$ cat config.mk
export PLATFORM = sky130hd
export DESIGN_NAME = alu_share_arbiter
export DESIGN_NICKNAME = d
export VERILOG_FILES = /design/src/rtl/alu_share_arbiter.sv
export SDC_FILE = /design/constraint.sdc
export NUM_CORES = 1
export LEC_CHECK = 0
export ABC_AREA = 0
export CELL_PAD_IN_SITES_DETAIL_PLACEMENT = 1
export CELL_PAD_IN_SITES_GLOBAL_PLACEMENT = 1
export CORE_MARGIN = 8
export CORE_UTILIZATION = 20
export CTS_BUF_LIST = sky130_fd_sc_hd__clkbuf_16
export DETAILED_ROUTE_END_ITERATION = 12
export PLACE_DENSITY_LB_ADDON = 0.1
export SLEW_MARGIN = 20
export SYNTH_ARGS = -nofsm -noshare
export SYNTH_HDL_FRONTEND = slang
export SYNTH_SLANG_ARGS = --single-unit
export TNS_END_PERCENT = 20
$ cat constraint.sdc
create_clock -name clk -period 2.85 [get_ports clk]
set_input_delay 0.57 -clock clk [delete_from_list [all_inputs] [get_ports clk]]
set_output_delay 0.57 -clock clk [all_outputs]
set_load 0.02 [all_outputs]
$ cat src/rtl/alu_share_arbiter.sv
// Round-robin sharing of one combinational ALU between two requesters, with a
// one-entry registered response slot per requester and op-based output masking.
module alu_share_arbiter #(
  parameter int unsigned WIDTH  = 32,
  parameter int unsigned CTRL_W = 5
) (
  input  logic              clk,
  input  logic              rst,

  input  logic              i_req0_valid,
  output logic              o_req0_ready,
  input  logic [CTRL_W-1:0] i_req0_ctrl,
  input  logic [WIDTH-1:0]  i_req0_a,
  input  logic [WIDTH-1:0]  i_req0_b,
  output logic              o_rsp0_valid,
  input  logic              i_rsp0_ready,
  output logic [WIDTH-1:0]  o_rsp0_result,
  output logic              o_rsp0_flag,

  input  logic              i_req1_valid,
  output logic              o_req1_ready,
  input  logic [CTRL_W-1:0] i_req1_ctrl,
  input  logic [WIDTH-1:0]  i_req1_a,
  input  logic [WIDTH-1:0]  i_req1_b,
  output logic              o_rsp1_valid,
  input  logic              i_rsp1_ready,
  output logic [WIDTH-1:0]  o_rsp1_result,
  output logic              o_rsp1_flag,

  output logic [CTRL_W-1:0] o_alu_ctrl,
  output logic [WIDTH-1:0]  o_alu_a,
  output logic [WIDTH-1:0]  o_alu_b,
  input  logic [WIDTH-1:0]  i_alu_result,
  input  logic              i_alu_flag
);

  typedef enum logic {
    SLOT_EMPTY = 1'b0,
    SLOT_FULL  = 1'b1
  } slot_e;

  localparam logic [CTRL_W-1:0] CTRL_NOP = CTRL_W'(18);

  slot_e             slot_q   [2];
  slot_e             slot_d   [2];
  logic [WIDTH-1:0]  result_q [2];
  logic [WIDTH-1:0]  result_d [2];
  logic              flag_q   [2];
  logic              flag_d   [2];
  logic              last_q;
  logic              last_d;

  logic [1:0]        req_valid;
  logic [1:0]        rsp_ready;
  logic [1:0]        eligible;
  logic [1:0]        grant;
  logic              keep_result;
  logic              keep_flag;

  assign req_valid = {i_req1_valid, i_req0_valid};
  assign rsp_ready = {i_rsp1_ready, i_rsp0_ready};

  // The ALU drives Z on outputs an op does not define; only defined ones pass.
  function automatic logic ctrl_has_result(input logic [CTRL_W-1:0] ctrl);
    return (ctrl <= CTRL_W'(9)) || (ctrl == CTRL_W'(16));
  endfunction

  function automatic logic ctrl_has_flag(input logic [CTRL_W-1:0] ctrl);
    return (ctrl == CTRL_W'(7)) || (ctrl == CTRL_W'(8)) ||
           ((ctrl >= CTRL_W'(10)) && (ctrl <= CTRL_W'(15)));
  endfunction

  always_comb begin
    eligible = '0;
    for (int unsigned n = 0; n < 2; n++) begin
      eligible[n] = req_valid[n] & ((slot_q[n] == SLOT_EMPTY) | rsp_ready[n]);
    end

    // last_q == 1 means req1 was granted last, so req0 wins a tie.
    grant = '0;
    if (!rst) begin
      grant[0] = eligible[0] & (~eligible[1] | last_q);
      grant[1] = eligible[1] & (~eligible[0] | ~last_q);
    end

    last_d = last_q;
    if (grant[0]) begin
      last_d = 1'b0;
    end else if (grant[1]) begin
      last_d = 1'b1;
    end

    o_alu_ctrl = CTRL_NOP;
    o_alu_a    = '0;
    o_alu_b    = '0;
    if (grant[0]) begin
      o_alu_ctrl = i_req0_ctrl;
      o_alu_a    = i_req0_a;
      o_alu_b    = i_req0_b;
    end else if (grant[1]) begin
      o_alu_ctrl = i_req1_ctrl;
      o_alu_a    = i_req1_a;
      o_alu_b    = i_req1_b;
    end

    keep_result = ctrl_has_result(o_alu_ctrl);
    keep_flag   = ctrl_has_flag(o_alu_ctrl);

    for (int unsigned n = 0; n < 2; n++) begin
      slot_d[n]   = slot_q[n];
      result_d[n] = result_q[n];
      flag_d[n]   = flag_q[n];
      if (grant[n]) begin
        slot_d[n]   = SLOT_FULL;
        result_d[n] = keep_result ? i_alu_result : '0;
        flag_d[n]   = keep_flag ? i_alu_flag : 1'b0;
      end else if (rsp_ready[n] && (slot_q[n] == SLOT_FULL)) begin
        slot_d[n]   = SLOT_EMPTY;
      end
    end
  end

  always_ff @(posedge clk) begin
    if (rst) begin
      last_q <= 1'b1;
      for (int unsigned n = 0; n < 2; n++) begin
        slot_q[n]   <= SLOT_EMPTY;
        result_q[n] <= '0;
        flag_q[n]   <= 1'b0;
      end
    end else begin
      last_q <= last_d;
      for (int unsigned n = 0; n < 2; n++) begin
        slot_q[n]   <= slot_d[n];
        result_q[n] <= result_d[n];
        flag_q[n]   <= flag_d[n];
      end
    end
  end

  assign o_req0_ready  = grant[0];
  assign o_req1_ready  = grant[1];
  assign o_rsp0_valid  = (slot_q[0] == SLOT_FULL);
  assign o_rsp1_valid  = (slot_q[1] == SLOT_FULL);
  assign o_rsp0_result = result_q[0];
  assign o_rsp1_result = result_q[1];
  assign o_rsp0_flag   = flag_q[0];
  assign o_rsp1_flag   = flag_q[1];

endmodule

==> reports/metrics.yaml <==
grt:
  grt_first_pass_wirelength_microns: 31100
  grt_pass1_vias: 4872
  grt_remaining_overflow: 0
  track_usage_pct: 19.2
  antenna_found_initial: 3
  grt_max_degree: 43
route:
  drc: 0
  via_per_inst: 4.73
  ant_nets: 0
  met2RoutedLength_microns: 11400
  wl_per_cell_microns: 23.6
  top_layer_used: "met4"
  drt_pass1_iterations: 4
  drt_wl_total_microns: 21200
  drt-initial-drc-count: 100
  wl_met1_microns: 7440
  vias: 4234
  wl_met3_microns: 1750
sta:
  worst_pin_slew_ns: 0.416
  min_period_over_period_pct: 99.1
  fin_ws_ns: 0.0261
  finClkSkew_ns: 0.0100
  fin_hold_ws_ns: 0.471
  maxSlewViolCount: 0
  hold_violations: 0
  rsz0062_at_grt: "yes"
  fmax_ghz: 0.354
  max_slew_margin_pct: 72.3
  layout_min_cycle_time_ns: 2.82
  setup_viol: 0
synthesis:
  ys.flop_type: "dfxtp_1"
  yosys_register_bits: 69
  synthesis.area_sq_mm: 0.00335
  synth-seq-area-share_pct: 41.2
  syn_avg_cell_area_sq_um: 9.72
  synth_edf_count: 0
  syn_nets: 522
  ys_async_sr_fraction_pct: 0
  synthCells: 345
  ys_warn_count: 0
  synth_cell_types: 34
placement:
  place_worst_setup_slack_ns: -0.360
  place.gp.congestion: 0.882
  dp_hpwl_microns: 17700
  port_buffers: 315
pwr:
  ir_worst_vdd_v: 0.000201
  power_density_mw_per_mm2: 450
  p_leak_nw: 2.74
  power_mw: 3.25
cts:
  clkTransAtPathRegs_ns: 0.06
  cts_sinks: 69
  clock_path_buffers: 2
  holdBufCountCts: 0
  cts_root_buf: "clkbuf_16"
  cts_max_level: 3
  clk_latency_ns: 0.33
  cts_tree: "done"
  postCtsSetupRepairBufs: 0
  cts_buffers: 9
layout:
  layout-drive-gt1-share_pct: 24.5
  regArea_sq_mm: 0.00138
  area_delta_synth_final_pct: 115
  finalNetCount: 845
  multiInputGateArea_sq_mm: 0.00185
  nFillCells: 1853
floorplanning:
  row_count: 47
  io-pin-count: 316
  die_area_sq_mm: 0.0212
  core_area_sq_mm: 0.0165
  chipHeight_microns: 145
  initial_core_util_pct: 20.4
  die_x_microns: 145
setup_path:
  critPathArrivalTime_ns: 2.25
  cp-end-kind: "output pin"
  cp_cell_sequence: "clkdlybuf4s50_1, nor2b_2, o311ai_4, nor2_4, buf_12, buf_12, a22o_1, buf_6"
  crit_top_cell: "buf_12"
  cpPeakStageDelay_ns: 0.49
  crit_fanout: 30
  crit_type: "input port to output pin"
  cp_data_required_time_ns: 2.28
  critical_path.slowest_cell: "clkdlybuf4s50_1"
  crit_path_start_kind: "input port"
worst_hold_path:
  hold_path_class: "flop to flop"
job:
  maxCapViolations: 0
status:
  outcome: "finished clean"
==> worst max-delay path, delay by kind of cell <==
kind	cells	cell delay [ns]
AOI/OAI and AO/OA	2	0.53
buffers and inverters	4	0.97
and+or+nand+nor	2	0.16
==> metrics by stage <==
stage	area (sq um)	setup TNS [ns]	instances	utilization [%]
after floorplan	3350	0	345	-
after global placement	6910	-35.16	877	41.9
after detailed placement	6910	-37.47	877	41.9
after CTS	7260	-0.159	893	44.1
after global routing	7220	-0.0992	896	43.9
final	7220	0	896	43.9
==> cell type report <==
cell class                      instances  share of cell area, %
Clock inverter                          7                   1.25
Inverter                                3                  0.156
Antenna cell                            3                  0.104
Timing Repair Buffer                  345                   46.8
Tap cell                              220                   3.81
Clock buffer                            9                   3.12
Multi-Input combinational cell        240                   25.6
Sequential cell                        69                   19.1
==> sequential cells by signal (all words and copies together) (netlist names) <==
register / count
result_q: 64
flag_q: 2
slot_q: 2
last_q: 1
==> path summary, 6_finish.rpt <==
kind                endpoint  cells after the start         start  slack (ns)
min             flag_q[0][1]                      2  flag_q[0][1]        0.47
max              o_alu_b[28]                      8  i_rsp1_ready        0.03
min reg2reg     flag_q[0][1]                      2  flag_q[0][1]        0.47
max reg2reg  result_q[0][10]                     10  slot_q[0][1]        0.42
==> report_power, final <==
part	internal (mW)	switching [mW]	total [mW]
Combinational	0.531	0.489	1.02
Sequential	1.01	0.0298	1.04
Clock	0.763	0.424	1.19
Total	2.31	0.943	3.25
==> Yosys cell counts, drive strengths merged (3+ instances only) <==
cell	n	share of area (%)
nor2b	3	0.63
nor2	8	0.90
o21ai	5	0.75
dfxtp	69	41
nand3	34	5.1
a21oi	37	8.9
a22oi	3	0.97
nand2	35	3.9
inv	3	0.34
nand2b	3	1.0
a22o	98	26
buf	12	2.7
clkbuf	21	2.4
==> what timing repair did <==
item	4_1_cts	5_1_grt
hold endpoints to repair	0	0
resized for setup	216	25
endpoints found under the setup margin	69	57
pin swaps	1	3
==> placed cells by master, fill, tap and decap left out, types with 2 or more instances in the layout <==
cell             count
clkinv_2             2
dfxtp_1             69
nor2_4               2
clkdlybuf4s50_1    241
dlygate4sd2_1        4
inv_1                2
clkbuf_2             8
a22o_1              98
buf_12               6
buf_4               25
nor2b_2              2
bufinv_16            2
nand2_1             35
a22oi_2              3
nand3_1             34
inv_2                2
a21oi_1              7
clkdlybuf4s15_2     40
diode_2              3
nor2_1               5
clkbuf_16            9
buf_2               17
a21oi_2             30
o21ai_0              5
buf_6                2
nand2b_4             2
==> routing by layer <==
layer | track usage [%] | vias to the layer above
met4 | 8.49 | 0
met1 | 17.9 | 2058
li1 | - | 1967
met5 | 0 | -
met3 | 6.97 | 27
met2 | 36.7 | 182
==> cell families (layout without fill, tap and decap cells) <==
family,count (synthesis),count (layout),synth area share (%)
buffers and inverters,36,364,5.41
AND/OR/NAND/NOR,85,85,11.9
flip-flops,69,69,41.2
AO/OA/AOI/OAI,155,155,41.5
other,0,3,0
Note: power is estimated with default switching activity, not from simulation.
